==> config.mk <==
export PLATFORM = sky130hd
export DESIGN_NAME = bowling_roll_entry_flat
export DESIGN_NICKNAME = d
export VERILOG_FILES = /design/src/rtl/bowling_roll_entry_if.sv /design/src/rtl/bowling_roll_entry.sv /design/src/flat_wrapper.sv
export SDC_FILE = /design/constraint.sdc
export NUM_CORES = 1
export LEC_CHECK = 0
export BUFFER_PORTS_ARGS = -buffer_cell sky130_fd_sc_hd__buf_2
export CORE_MARGIN = 2
export CORE_UTILIZATION = 35
export CTS_CLUSTER_DIAMETER = 30
export DETAILED_ROUTE_END_ITERATION = 8
export PLACE_DENSITY = 0.56
export RECOVER_POWER = 100
export SLEW_MARGIN = 20
export SYNTH_ARGS = -nofsm -noshare
export SYNTH_HDL_FRONTEND = slang
export SYNTH_SLANG_ARGS = --single-unit
==> constraint.sdc <==
create_clock -name clk -period 4.1 [get_ports clk]
set_clock_uncertainty 0.05 [all_clocks]
set_input_delay 0.41 -clock clk [delete_from_list [all_inputs] [get_ports clk]]
set_output_delay 0.41 -clock clk [all_outputs]
set_load 0.005 [all_outputs]
==> src/rtl/bowling_roll_entry_if.sv <==
// ---------------------------------------------------------------------------
// bowling_roll_entry_if
//   Bundles the player-facing inputs and scorer-facing outputs of the roll
//   entry front-end.
//
//   master (player / test side)  : drives rawButton, switchIn; reads results
//   slave  (bowling_roll_entry)  : reads rawButton, switchIn; drives results
//
//   Signals:
//     rawButton   raw push-button, high = pressed (asynchronous, bouncy)
//     switchIn    raw 4-bit pin-count switches
//     pointOut    last accepted pin count, held stable
//     rollStrobe  one pulse per accepted roll
//     frameNum    current frame 1..10
//     rollInFrame roll index 0..2 within the frame
//     pinsLeft    pins standing before the next roll
//     errorFlag   last press was rejected
//     gameOver    game complete
//     fsm_state   debug view of the control FSM (0 IDLE, 1 STROBE, 2 OVER)
//
//   Handshake: there is no back-pressure. A roll is offered by a debounced
//   button press; it is either accepted (pointOut updates and rollStrobe
//   rises on the same edge, staying high for PULSE_LEN cycles) or rejected
//   (errorFlag rises, nothing else changes). The scorer must capture
//   pointOut on the rising edge of rollStrobe; pointOut is held until the
//   next accepted roll.
// ---------------------------------------------------------------------------
interface bowling_roll_entry_if;
  logic       rawButton;
  logic [3:0] switchIn;
  logic [3:0] pointOut;
  logic       rollStrobe;
  logic [3:0] frameNum;
  logic [1:0] rollInFrame;
  logic [3:0] pinsLeft;
  logic       errorFlag;
  logic       gameOver;
  logic [1:0] fsm_state;

  modport master (
    output rawButton, switchIn,
    input  pointOut, rollStrobe, frameNum, rollInFrame, pinsLeft,
           errorFlag, gameOver, fsm_state
  );

  modport slave (
    input  rawButton, switchIn,
    output pointOut, rollStrobe, frameNum, rollInFrame, pinsLeft,
           errorFlag, gameOver, fsm_state
  );
endinterface

==> src/rtl/bowling_roll_entry.sv <==
// ---------------------------------------------------------------------------
// bowling_roll_entry
//   Front-end for the bowling score core. Synchronizes and debounces the
//   player button, validates the switch pin count against the pins still
//   standing, tracks frame / roll / pins, emits one fixed-length strobe per
//   accepted roll and detects end of game (including 10th-frame bonus rolls).
//
//   Ports:
//     clk    system clock, rising edge
//     reset  asynchronous, active-high reset
//     bus    bowling_roll_entry_if.slave (button/switch in, roll info out)
//
//   Parameters:
//     DEBOUNCE_CYCLES  cycles the synchronized button must hold a new level
//     PULSE_LEN        rollStrobe high time per accepted roll
// ---------------------------------------------------------------------------
module bowling_roll_entry #(
  parameter int DEBOUNCE_CYCLES = 16,
  parameter int PULSE_LEN       = 8
) (
  input  logic                 clk,
  input  logic                 reset,
  bowling_roll_entry_if.slave  bus
);

  localparam int DW = (DEBOUNCE_CYCLES > 1) ? $clog2(DEBOUNCE_CYCLES) : 1;
  localparam int PW = (PULSE_LEN > 1) ? $clog2(PULSE_LEN) : 1;

  typedef enum logic [1:0] {
    IDLE   = 2'd0,
    STROBE = 2'd1,
    OVER   = 2'd2
  } state_t;

  // Synchronizers. The button stages reset to 1 so that a button held
  // through reset looks "pressed" and can never arm the press detector.
  logic          btn_s1_q, btn_s1_d, btn_s2_q, btn_s2_d;
  logic [3:0]    sw_s1_q, sw_s1_d, sw_s2_q, sw_s2_d;
  // Debounce
  logic          db_level_q, db_level_d, db_prev_q, db_prev_d;
  logic [DW-1:0] db_cnt_q, db_cnt_d;
  logic          armed_q, armed_d;
  // Control and game state
  state_t        state_q, state_d;
  logic [PW-1:0] pulse_cnt_q, pulse_cnt_d;
  logic [3:0]    point_q, point_d;
  logic          strobe_q, strobe_d;
  logic [3:0]    frame_q, frame_d;
  logic [1:0]    roll_q, roll_d;
  logic [3:0]    pins_q, pins_d;
  logic [3:0]    roll0_q, roll0_d;
  logic          err_q, err_d;
  logic          over_q, over_d;

  // Roll-rule results for the current switch value
  logic [3:0]    nxt_frame, nxt_pins, nxt_roll0, rack_after;
  logic [1:0]    nxt_roll;
  logic          ends_game, press, legal;

  always_ff @(posedge clk or posedge reset) begin
    if (reset) begin
      btn_s1_q    <= 1'b1;
      btn_s2_q    <= 1'b1;
      sw_s1_q     <= '0;
      sw_s2_q     <= '0;
      db_level_q  <= 1'b0;
      db_prev_q   <= 1'b0;
      db_cnt_q    <= '0;
      armed_q     <= 1'b0;
      state_q     <= IDLE;
      pulse_cnt_q <= '0;
      point_q     <= 4'd0;
      strobe_q    <= 1'b0;
      frame_q     <= 4'd1;
      roll_q      <= 2'd0;
      pins_q      <= 4'd10;
      roll0_q     <= 4'd0;
      err_q       <= 1'b0;
      over_q      <= 1'b0;
    end else begin
      btn_s1_q    <= btn_s1_d;
      btn_s2_q    <= btn_s2_d;
      sw_s1_q     <= sw_s1_d;
      sw_s2_q     <= sw_s2_d;
      db_level_q  <= db_level_d;
      db_prev_q   <= db_prev_d;
      db_cnt_q    <= db_cnt_d;
      armed_q     <= armed_d;
      state_q     <= state_d;
      pulse_cnt_q <= pulse_cnt_d;
      point_q     <= point_d;
      strobe_q    <= strobe_d;
      frame_q     <= frame_d;
      roll_q      <= roll_d;
      pins_q      <= pins_d;
      roll0_q     <= roll0_d;
      err_q       <= err_d;
      over_q      <= over_d;
    end
  end

  // Synchronize and debounce the button
  always_comb begin
    btn_s1_d   = bus.rawButton;
    btn_s2_d   = btn_s1_q;
    sw_s1_d    = bus.switchIn;
    sw_s2_d    = sw_s1_q;
    db_level_d = db_level_q;
    db_prev_d  = db_level_q;
    db_cnt_d   = '0;
    if (btn_s2_q != db_level_q) begin
      if (db_cnt_q == DW'(DEBOUNCE_CYCLES - 1)) begin
        db_level_d = ~db_level_q;
      end else begin
        db_cnt_d = db_cnt_q + 1'b1;
      end
    end
    // Arm only once a genuine released level has been seen after reset.
    armed_d = armed_q | (~btn_s2_q & ~db_level_q);
  end

  assign press      = db_level_q & ~db_prev_q & armed_q;
  assign legal      = (sw_s2_q <= pins_q);
  assign rack_after = (sw_s2_q == 4'd10) ? 4'd10 : (4'd10 - sw_s2_q);

  // Frame / roll / pins advance for a legal roll of value sw_s2_q
  always_comb begin
    nxt_frame = frame_q;
    nxt_roll  = roll_q;
    nxt_pins  = pins_q;
    nxt_roll0 = roll0_q;
    ends_game = 1'b0;
    if (frame_q != 4'd10) begin
      if (roll_q == 2'd0 && sw_s2_q != 4'd10) begin
        nxt_roll  = 2'd1;
        nxt_pins  = 4'd10 - sw_s2_q;
        nxt_roll0 = sw_s2_q;
      end else begin
        nxt_frame = frame_q + 4'd1;
        nxt_roll  = 2'd0;
        nxt_pins  = 4'd10;
      end
    end else begin
      case (roll_q)
        2'd0: begin
          nxt_roll0 = sw_s2_q;
          nxt_roll  = 2'd1;
          nxt_pins  = rack_after;
        end
        2'd1: begin
          if (roll0_q == 4'd10) begin
            nxt_roll = 2'd2;
            nxt_pins = rack_after;
          end else if (sw_s2_q == pins_q) begin
            // spare earns the bonus roll on a fresh rack
            nxt_roll = 2'd2;
            nxt_pins = 4'd10;
          end else begin
            ends_game = 1'b1;
          end
        end
        default: ends_game = 1'b1;
      endcase
    end
  end

  // Control FSM
  always_comb begin
    state_d     = state_q;
    pulse_cnt_d = pulse_cnt_q;
    point_d     = point_q;
    strobe_d    = strobe_q;
    frame_d     = frame_q;
    roll_d      = roll_q;
    pins_d      = pins_q;
    roll0_d     = roll0_q;
    err_d       = err_q;
    over_d      = over_q;
    case (state_q)
      IDLE: begin
        if (press) begin
          if (legal) begin
            point_d     = sw_s2_q;
            err_d       = 1'b0;
            strobe_d    = 1'b1;
            pulse_cnt_d = '0;
            state_d     = STROBE;
            if (ends_game) begin
              over_d = 1'b1;   // counters freeze at the final roll
            end else begin
              frame_d = nxt_frame;
              roll_d  = nxt_roll;
              pins_d  = nxt_pins;
              roll0_d = nxt_roll0;
            end
          end else begin
            err_d = 1'b1;
          end
        end
      end
      STROBE: begin
        // presses here are dropped without touching errorFlag
        if (pulse_cnt_q == PW'(PULSE_LEN - 1)) begin
          strobe_d    = 1'b0;
          pulse_cnt_d = '0;
          state_d     = over_q ? OVER : IDLE;
        end else begin
          pulse_cnt_d = pulse_cnt_q + 1'b1;
        end
      end
      OVER: strobe_d = 1'b0;
      default: state_d = IDLE;
    endcase
  end

  assign bus.pointOut    = point_q;
  assign bus.rollStrobe  = strobe_q;
  assign bus.frameNum    = frame_q;
  assign bus.rollInFrame = roll_q;
  assign bus.pinsLeft    = pins_q;
  assign bus.errorFlag   = err_q;
  assign bus.gameOver    = over_q;
  assign bus.fsm_state   = state_q;

endmodule

==> src/flat_wrapper.sv <==
// flat-port wrapper written by rule: the top's interface ports become plain ports
module bowling_roll_entry_flat 
#(
  parameter int DEBOUNCE_CYCLES = 16,
  parameter int PULSE_LEN       = 8
)
  (clk, reset, bus_rawButton, bus_switchIn, bus_pointOut, bus_rollStrobe, bus_frameNum, bus_rollInFrame, bus_pinsLeft, bus_errorFlag, bus_gameOver, bus_fsm_state);
  bowling_roll_entry_if bus_i ();
  input  logic clk;
  input  logic reset;
  input wire logic [$bits(bus_i.rawButton)-1:0] bus_rawButton;
  input wire logic [$bits(bus_i.switchIn)-1:0] bus_switchIn;
  output wire logic [$bits(bus_i.pointOut)-1:0] bus_pointOut;
  output wire logic [$bits(bus_i.rollStrobe)-1:0] bus_rollStrobe;
  output wire logic [$bits(bus_i.frameNum)-1:0] bus_frameNum;
  output wire logic [$bits(bus_i.rollInFrame)-1:0] bus_rollInFrame;
  output wire logic [$bits(bus_i.pinsLeft)-1:0] bus_pinsLeft;
  output wire logic [$bits(bus_i.errorFlag)-1:0] bus_errorFlag;
  output wire logic [$bits(bus_i.gameOver)-1:0] bus_gameOver;
  output wire logic [$bits(bus_i.fsm_state)-1:0] bus_fsm_state;
  assign bus_i.rawButton = bus_rawButton;
  assign bus_i.switchIn = bus_switchIn;
  assign bus_pointOut = bus_i.pointOut;
  assign bus_rollStrobe = bus_i.rollStrobe;
  assign bus_frameNum = bus_i.frameNum;
  assign bus_rollInFrame = bus_i.rollInFrame;
  assign bus_pinsLeft = bus_i.pinsLeft;
  assign bus_errorFlag = bus_i.errorFlag;
  assign bus_gameOver = bus_i.gameOver;
  assign bus_fsm_state = bus_i.fsm_state;
  bowling_roll_entry #(.DEBOUNCE_CYCLES(DEBOUNCE_CYCLES), .PULSE_LEN(PULSE_LEN)) u_core (.clk(clk), .reset(reset), .bus(bus_i));
endmodule
==> flow_summary.toml, run 1 <==
[worst_setup_path]
end_kind = "register"
ff2ff_setup_slack_ps = 1060
start_kind = "register"
path_max_fanout = 9
arrival_ps = 3180
cp.required_ps = 4240
crit_type = "register to register"

[clock_tree]
cts_tree = "done"
clock_path_buffers = 2
hold_buffers = 0
path_clk_slew_ps = 90
cts_root_buf = "clkbuf_8"
htreeDepth = 2
post_cts_buffers = 0
post_cts_resized = 0
cts.sinks = 43
numCtsBuffers = 5
worstSkewPairLatency_ps = 300

[synthesis]
synth_area_um2 = 1980
yosysMostFrequentCell = "dfrtp_1"
ys.flop_type = "dfrtp_1"
synthTopCellsByArea = "dfrtp_1 (48%), ha_1 (10%), dfstp_2 (6.6%)"
synth_cell_types = 41
yosys.area.top_type = "dfrtp_1"
ys_seq_area_frac = 0.545
synth_nets = 181
synth_enable_flop_cells = 0
async_reset_ff_frac = 1.00
ys_warn_count = 0
synthTopCellsByCount = "dfrtp_1 (38), ha_1 (16), inv_1 (13)"
syn_avg_cell_area_um2 = 12.6
syn_inst = 158
ys_seq_elements = 43
synth_top_area_frac = 0.479

[global_route]
antenna_found_initial = 0
grt_max_degree = 44
grt_pass1_vias = 1255
grt-ovfl-total = 0
grt_pass1_wl_um = 5890
grt_usage = 0.124

[cells_and_area]
drive_above_1_share = 0.209
fin_nets = 213
n_antenna_cell = 0
fin_util = 0.404
area_growth_pct = 12.2
stdcell_area_um2 = 2230

[detailed_routing]
initialDrtViolationCount = 45
wl_um = 3450
vias = 1265
wire_per_inst_um = 13.1
routed_via_density = 4.81
wl_met1_um = 1760
routed-wl-met3_um = 165
antenna_left = 0
drt_pass1_iterations = 4
drc = 0
wl_met2_um = 1470
top_layer_used = "met4"

[power]
pwr-share-seq = 0.531
netSwitchingPower_uw = 259
p_leak_nw = 1.03
power_uw = 906
switching_share = 0.286
power_frac_comb = 0.163
clkPwrFrac = 0.306
power_density_nw_per_um2 = 407
ir_drop_v = 0.000219
p_int_uw = 647

[place]
portBuffers = 25
placed_area_um2 = 2200
place_congestion = 0.794
hpwl_um = 2480

[floorplanning]
coreArea_um2 = 5510
start_util = 0.360
placementRows = 27
die_w_um = 79.3
die_area_um2 = 6290
die_h_um = 79.3
io_pins = 26

[timing]
max_freq_ghz = 0.329
finalCritPeriodShare = 0.741
grt_setup_unrepaired = "false"
drv_slew = 44
hold_viol = 0
tns_ps = 0
fin_crit_ps = 3040
slew-limit-headroom = -0.505
setup-violations-final = 0
tightest_slew_ps = 2260

[status]
violations = "capacitance limit, slew limit"
status = "finished, violations left"

[run]
maxCapViolCount = 1

[hold_path]
min_path_type = "input port to register"
metal layers:
metal	global-route usage	vias up
met1	0.172	604
met5	0	-
met4	0.0569	0
li1	-	629
met2	0.179	28
met3	0.0375	4
state kept, by name, indices dropped and copies added, names as in the netlist, 2 cells and up:
name	flops
u_core.bus.frameNum	4
u_core.bus.pinsLeft	4
u_core.bus.pointOut	4
u_core.db_cnt_q	4
u_core.roll0_q	4
u_core.sw_s1_q	4
u_core.sw_s2_q	4
u_core.pulse_cnt_q	3
u_core.bus.fsm_state	2
u_core.bus.rollInFrame	2
cell usage in the layout, fill, tap and decap left out, types with 2 or more instances in the layout:
cell type	instances
clkbuf_1	8
mux2_2	8
ha_1	16
clkbuf_8	5
nor2b_1	5
nand3b_1	3
nand4b_1	2
buf_2	17
dfrtp_1	38
nand4_1	3
nor3_1	3
nand3_1	4
a21o_1	2
xnor2_1	5
dfstp_2	4
nand2_1	4
inv_1	12
clkinvlp_4	2
nor2_1	5
a21oi_1	11
a22o_1	5
o21ai_0	7
xor2_1	2
critical path: stages, from the launching register on:
cell	delay [ps]
dfstp_2	530
inv_1	50
ha_1	340
nand4_1	230
a21oi_1	430
nand2_1	290
nor3_1	600
mux2_2	400
through the flow:
stage / worst slack, ps / instances / hold WS (ps)
6_report: 1060 / 263 / 155
5_1_grt: 779 / 263 / 132
4_1_cts: 1630 / 263 / 143
3_5_place_dp: 1650 / 255 / 285
3_3_place_gp: 1640 / 255 / 282
2_1_floorplan: 1780 / 158 / 281
final timing paths:
check | startpoint | end | cells after the start
worst max-delay path | u_core.bus.pinsLeft[3] | u_core.roll0_q[3] | 7
worst min-delay path | bus_rawButton | u_core.btn_s1_q | 1
worst max register to register | u_core.bus.pinsLeft[3] | u_core.roll0_q[3] | 7
worst min register to register | u_core.sw_s1_q[3] | u_core.sw_s2_q[3] | 0
max in group asynchronous | reset | u_core.bus.fsm_state[0] | 3
min in group asynchronous | reset | u_core.db_cnt_q[3] | 3
cell families (layout without fill, tap and decap cells):
| family | after synthesis | count (layout) | share of synthesized area |
|---|---|---|---|
| buffers and inverters | 14 | 47 | 0.0303 |
| adder cells (fa/ha/maj) | 16 | 16 | 0.101 |
| AO/OA/AOI/OAI | 34 | 34 | 0.122 |
| multiplexers | 8 | 8 | 0.0473 |
| XOR/XNOR | 7 | 7 | 0.0309 |
| AND/OR/NAND/NOR | 36 | 36 | 0.123 |
| flip-flops | 43 | 43 | 0.545 |
power groups by stage:
stage | registers, mW | clock network [mW] | logic [mW]
after CTS | 0.482 | 0.289 | 0.155
after floorplan | 0.485 | 0 | 0.115
after detailed placement | 0.490 | 0 | 0.155
final | 0.481 | 0.277 | 0.148
after global routing | 0.488 | 0.307 | 0.173
after global placement | 0.490 | 0 | 0.154
layout make-up:
cell class	count	area (um2)
Clock buffer	5	68.8
Sequential cell	43	1080
Tap cell	72	90.1
Timing Repair Buffer	26	119
Inverter	13	48.8
Clock inverter	3	23.8
Fill cell	546	3280
Multi-Input combinational cell	101	793
(Power assumes the default switching activity.)
==> run 2: changes to the inputs <==
==> constraint.sdc (replaced) <==
create_clock -name clk -period 3.1 [get_ports clk]
set_clock_uncertainty 0.05 [all_clocks]
set_input_delay 0.31 -clock clk [delete_from_list [all_inputs] [get_ports clk]]
set_output_delay 0.31 -clock clk [all_outputs]
set_load 0.005 [all_outputs]
==> run 2 against run 1 <==
Effect of this change: the flow finishes with violations (hold timing); final area grew 2.0%; global-route usage grew 0.22 points; sequential share of layout area shrank 0.94 points; routed wire length grew 1.7%; clock power grew 61%; sequential power grew 32%; power grew 41%; critical path depth is the same; final cell count is the same; core utilization grew 0.80 points; maximum frequency grew 14%; critical path type unchanged; largest power group unchanged.
==> flow_summary.toml, run 2 (synthesized netlist as in run 1, its figures left out) <==
[status]
status = "finished, violations left"
violations = "hold timing"

[global_route]
grt_usage = 0.127
grt_pass1_vias = 1273
grt_max_degree = 24
grt_pass1_wl_um = 6140
antenna_found_initial = 0
grt-ovfl-total = 0

[hold_path]
min_path_type = "input port to async pin"

[timing]
grt_setup_unrepaired = "false"
max_freq_ghz = 0.376
hold_viol = 11
tightest_slew_ps = 1140
tns_ps = 0
timing.hold.ws_ps = -4.17
setup-violations-final = 0
finalCritPeriodShare = 0.857
drv_slew = 0
slew-limit-headroom = 0.237
fin_crit_ps = 2660
fin_ws_ps = 444

[floorplanning]
io_pins = 26
placementRows = 27
die_area_um2 = 6290
die_w_um = 79.3
die_h_um = 79.3
coreArea_um2 = 5510
start_util = 0.360

[clock_tree]
clock_path_buffers = 2
numCtsBuffers = 5
post_cts_resized = 0
path_clk_slew_ps = 90
cts.sinks = 43
hold_buffers = 0
cts_tree = "done"
worstSkewPairLatency_ps = 290
htreeDepth = 2
cts_root_buf = "clkbuf_8"
post_cts_buffers = 0

[detailed_routing]
drt_pass1_iterations = 4
antenna_left = 0
wire_per_inst_um = 13.3
vias = 1276
routed_via_density = 4.85
initialDrtViolationCount = 30
wl_um = 3510
drc = 0

[cells_and_area]
n_antenna_cell = 0
fill_cells = 538
area_growth_pct = 14.4
drive_above_1_share = 0.204
layout_commonest_cell = "dfrtp_1"
fin_nets = 213
layout_common_cells = "dfrtp_1 (38), ha_1 (16), buf_2 (15)"

[worst_setup_path]
cp.required_ps = 3230
arrival_ps = 2790
crit_type = "register to register"
start_kind = "register"
path_max_fanout = 9
ff2ff_setup_slack_ps = 440
end_kind = "register"

[power]
ir_drop_v = 0.000223
power_mw = 1.28
p_leak_nw = 1.04
power_density_nw_per_um2 = 563

[place]
place_ws_ps = 643
portBuffers = 25
hpwl_um = 2590
place_congestion = 0.799

[run]
maxCapViolCount = 0
run 2: per-stage QoR:
stage,instances,util,instance area [um2]
global route,263,0.412,2270
finish,263,0.412,2270
floorplan,158,-,1980
global placement,255,0.399,2200
CTS,263,0.420,2310
detailed placement,255,0.399,2200
run 2: path summary, 6_finish.rpt:
path                                        start                         to  cells after the start
max in group asynchronous                   reset    u_core.bus.fsm_state[0]                      3
min                                         reset     u_core.bus.frameNum[1]                      2
max                        u_core.bus.pinsLeft[3]  u_core.bus.rollInFrame[1]                      7
max reg2reg                u_core.bus.pinsLeft[3]  u_core.bus.rollInFrame[1]                      7
min reg2reg                     u_core.sw_s1_q[2]          u_core.sw_s2_q[2]                      0
min in group clk                    bus_rawButton            u_core.btn_s1_q                      1
run 2: worst max-delay path: stages (launching register included):
cell and delay (ps):
dfstp_2 530, inv_1 50, ha_1 330, nand4_1 230
o2111ai_1 370, nand2_4 250, or2_0 350, mux2_2 380
run 2: layout make-up:
type / count / area (um2) / share of cell area
flip-flops and latches: 43 / 1080 / 0.477
multi-input cells: 101 / 817 / 0.360
repair buffers: 26 / 116 / 0.0513
well taps: 72 / 90.1 / 0.0397
clock buffers: 5 / 68.8 / 0.0303
inverters: 13 / 48.8 / 0.0215
clock inverters: 3 / 46.3 / 0.0204
run 2: report_power, final:
part | switching (mW) | internal [mW]
clock network | 0.202 | 0.243
logic | 0.106 | 0.0909
registers | 0.0325 | 0.604
run 2: routing by layer:
layer	routed length, um	global-route usage	part of all wire	up-vias
li1	-	-	-	630
met1	1770	0.182	0.50	620
met2	1550	0.182	0.44	22
met3	150	0.0352	0.043	4
met4	41	0.0466	0.012	0
met5	0	0	0	-
==> run 3: changes to the inputs <==
--- a/config.mk
+++ b/config.mk
@@ -7,10 +7,10 @@
 export LEC_CHECK = 0
 export BUFFER_PORTS_ARGS = -buffer_cell sky130_fd_sc_hd__buf_2
 export CORE_MARGIN = 2
-export CORE_UTILIZATION = 35
+export CORE_UTILIZATION = 50
 export CTS_CLUSTER_DIAMETER = 30
 export DETAILED_ROUTE_END_ITERATION = 8
-export PLACE_DENSITY = 0.56
+export PLACE_DENSITY = 0.74
 export RECOVER_POWER = 100
 export SLEW_MARGIN = 20
 export SYNTH_ARGS = -nofsm -noshare
==> run 3 against run 2 <==
Effect of this change: the run ends with capacitance limit, slew limit left; power decreased by 4.7%; largest cell class unchanged; core utilization up 18 points; critical endpoint unchanged; final cell count decreased by 9.1%; final area fell by 1.9%; non-clock buffer count stayed put; combinational power increased by 5%; count of clock-buffer cells in the layout grew 1.
==> flow_summary.toml, run 3 (synthesized netlist as in run 1, its figures left out) <==
[worst_setup_path]
arrival_ps = 2870
crit_type = "register to register"
cp.required_ps = 3240
end_kind = "register"
path_max_fanout = 9
start_kind = "register"

[global_route]
grt_usage = 0.184
grt.met3_usage = 0.0591
grt_pass1_vias = 1311
grt_max_degree = 44
busiest_layer = "met2"
grt-ovfl-total = 0
antenna_found_initial = 0
grt_pass1_wl_um = 5990
use_met2 = 0.285
use_met1 = 0.232

[cells_and_area]
fill_cells = 328
multi_input_area_um2 = 816
ff_latch_area_um2 = 1080
fin_nets = 213
layout_commonest_cell = "dfrtp_1"
layout_common_cells = "dfrtp_1 (38), buf_2 (19), ha_1 (16)"
drive_above_1_share = 0.220
area_growth_pct = 12.2
n_antenna_cell = 0
instances_no_fill = 239

[detailed_routing]
vias = 1306
routed_via_density = 5.46
antenna_left = 0
drt_pass1_iterations = 4
drc = 0
wire_per_inst_um = 14.8
initialDrtViolationCount = 89
wl_um = 3540

[place]
place_congestion = 0.842
hpwl_um = 2570
portBuffers = 25
dp_cells = 231

[power]
clkPwrFrac = 0.308
ir_drop_v = 0.000409
netSwitchingPower_uw = 338
p_leak_nw = 1.05
pwr-share-seq = 0.523
power_frac_comb = 0.169
switching_share = 0.278
p_int_uw = 880
power_density_nw_per_um2 = 547

[clock_tree]
numCtsBuffers = 5
cts_root_buf = "clkbuf_8"
path_clk_slew_ps = 90
post_cts_buffers = 0
hold_buffers = 0
worstSkewPairLatency_ps = 310
cts.sinks = 43
post_cts_resized = 0
cts_tree = "done"
clock_path_buffers = 2
htreeDepth = 2

[floorplanning]
coreArea_um2 = 3740
io_pins = 26
die_w_um = 67
start_util = 0.530
placementRows = 22
die_h_um = 67
die_area_um2 = 4490

[timing]
grt_setup_unrepaired = "false"
tns_ps = 0
setup-violations-final = 0
finalCritPeriodShare = 0.880
max_freq_ghz = 0.366
fin_crit_ps = 2730
slew-limit-headroom = -0.442
tightest_slew_ps = 2160
hold_viol = 0
drv_slew = 44

[status]
status = "finished, violations left"
violations = "capacitance limit, slew limit"

[run]
maxCapViolCount = 1

[hold_path]
min_path_type = "input port to register"
-- run 3: cell count changes in the layout (fill, tap and decap cells not counted), sizes merged --
| cell | change |
|---|---|
| bufinv | -1 |
| buf | +4 |
| clkbuf | -3 |
-- run 3: power by group through the flow --
stage | logic [mW] | registers, mW | clock network [mW]
after floorplan | 0.152 | 0.642 | 0
after global placement | 0.196 | 0.644 | 0
after detailed placement | 0.207 | 0.648 | 0
after CTS | 0.210 | 0.638 | 0.389
after global routing | 0.232 | 0.643 | 0.408
final | 0.206 | 0.637 | 0.375
-- run 3: final timing paths --
path | from | endpoint | slack [ps] | cells past startpoint
worst min-delay path | bus_rawButton | u_core.btn_s1_q | 60 | 1
max in group asynchronous | reset | u_core.db_cnt_q[2] | 1030 | 3
min in group asynchronous | reset | u_core.bus.frameNum[2] | 730 | 3
worst min register to register | u_core.sw_s1_q[3] | u_core.sw_s2_q[3] | 300 | 0
worst max-delay path | u_core.bus.pinsLeft[3] | u_core.bus.rollInFrame[1] | 370 | 7
worst max register to register | u_core.bus.pinsLeft[3] | u_core.bus.rollInFrame[1] | 370 | 7
-- run 3: layout make-up --
cell class	instances	area share
sequential	43	0.486
inverter	13	0.0219
clock inverter	2	0.00730
timing repair buffer	26	0.0545
multi-input combinational	101	0.366
tap	48	0.0270
clock buffer	6	0.0371
-- run 3: per-layer routing --
layer  part of all wire  vias up
met5                  0        -
met2               0.48       37
met1               0.43      634
met4              0.024        0
met3              0.060        8
li1                   -      627
-- run 3: per-stage QoR --
| stage | area [um2] | total power, mW | hold slack (ps) | setup WS (ps) | util |
|---|---|---|---|---|---|
| 5_1_grt | 2230 | 1.28 | 40.1 | 231 | 0.595 |
| 2_1_floorplan | 1980 | 0.794 | 264 | 780 | - |
| 4_1_cts | 2260 | 1.24 | 47.2 | 579 | 0.605 |
| 3_3_place_gp | 2170 | 0.840 | 281 | 680 | 0.579 |
| 6_report | 2230 | 1.22 | 57.7 | 371 | 0.595 |
| 3_5_place_dp | 2170 | 0.855 | 286 | 602 | 0.579 |
-- run 3: critical path: stages, from the launching register on --
cell       delay, ps
dfstp_2          530
inv_1             50
ha_1             360
nand4_1          290
o2111ai_2        250
nand2_1          330
or2_1            410
mux2_1           350
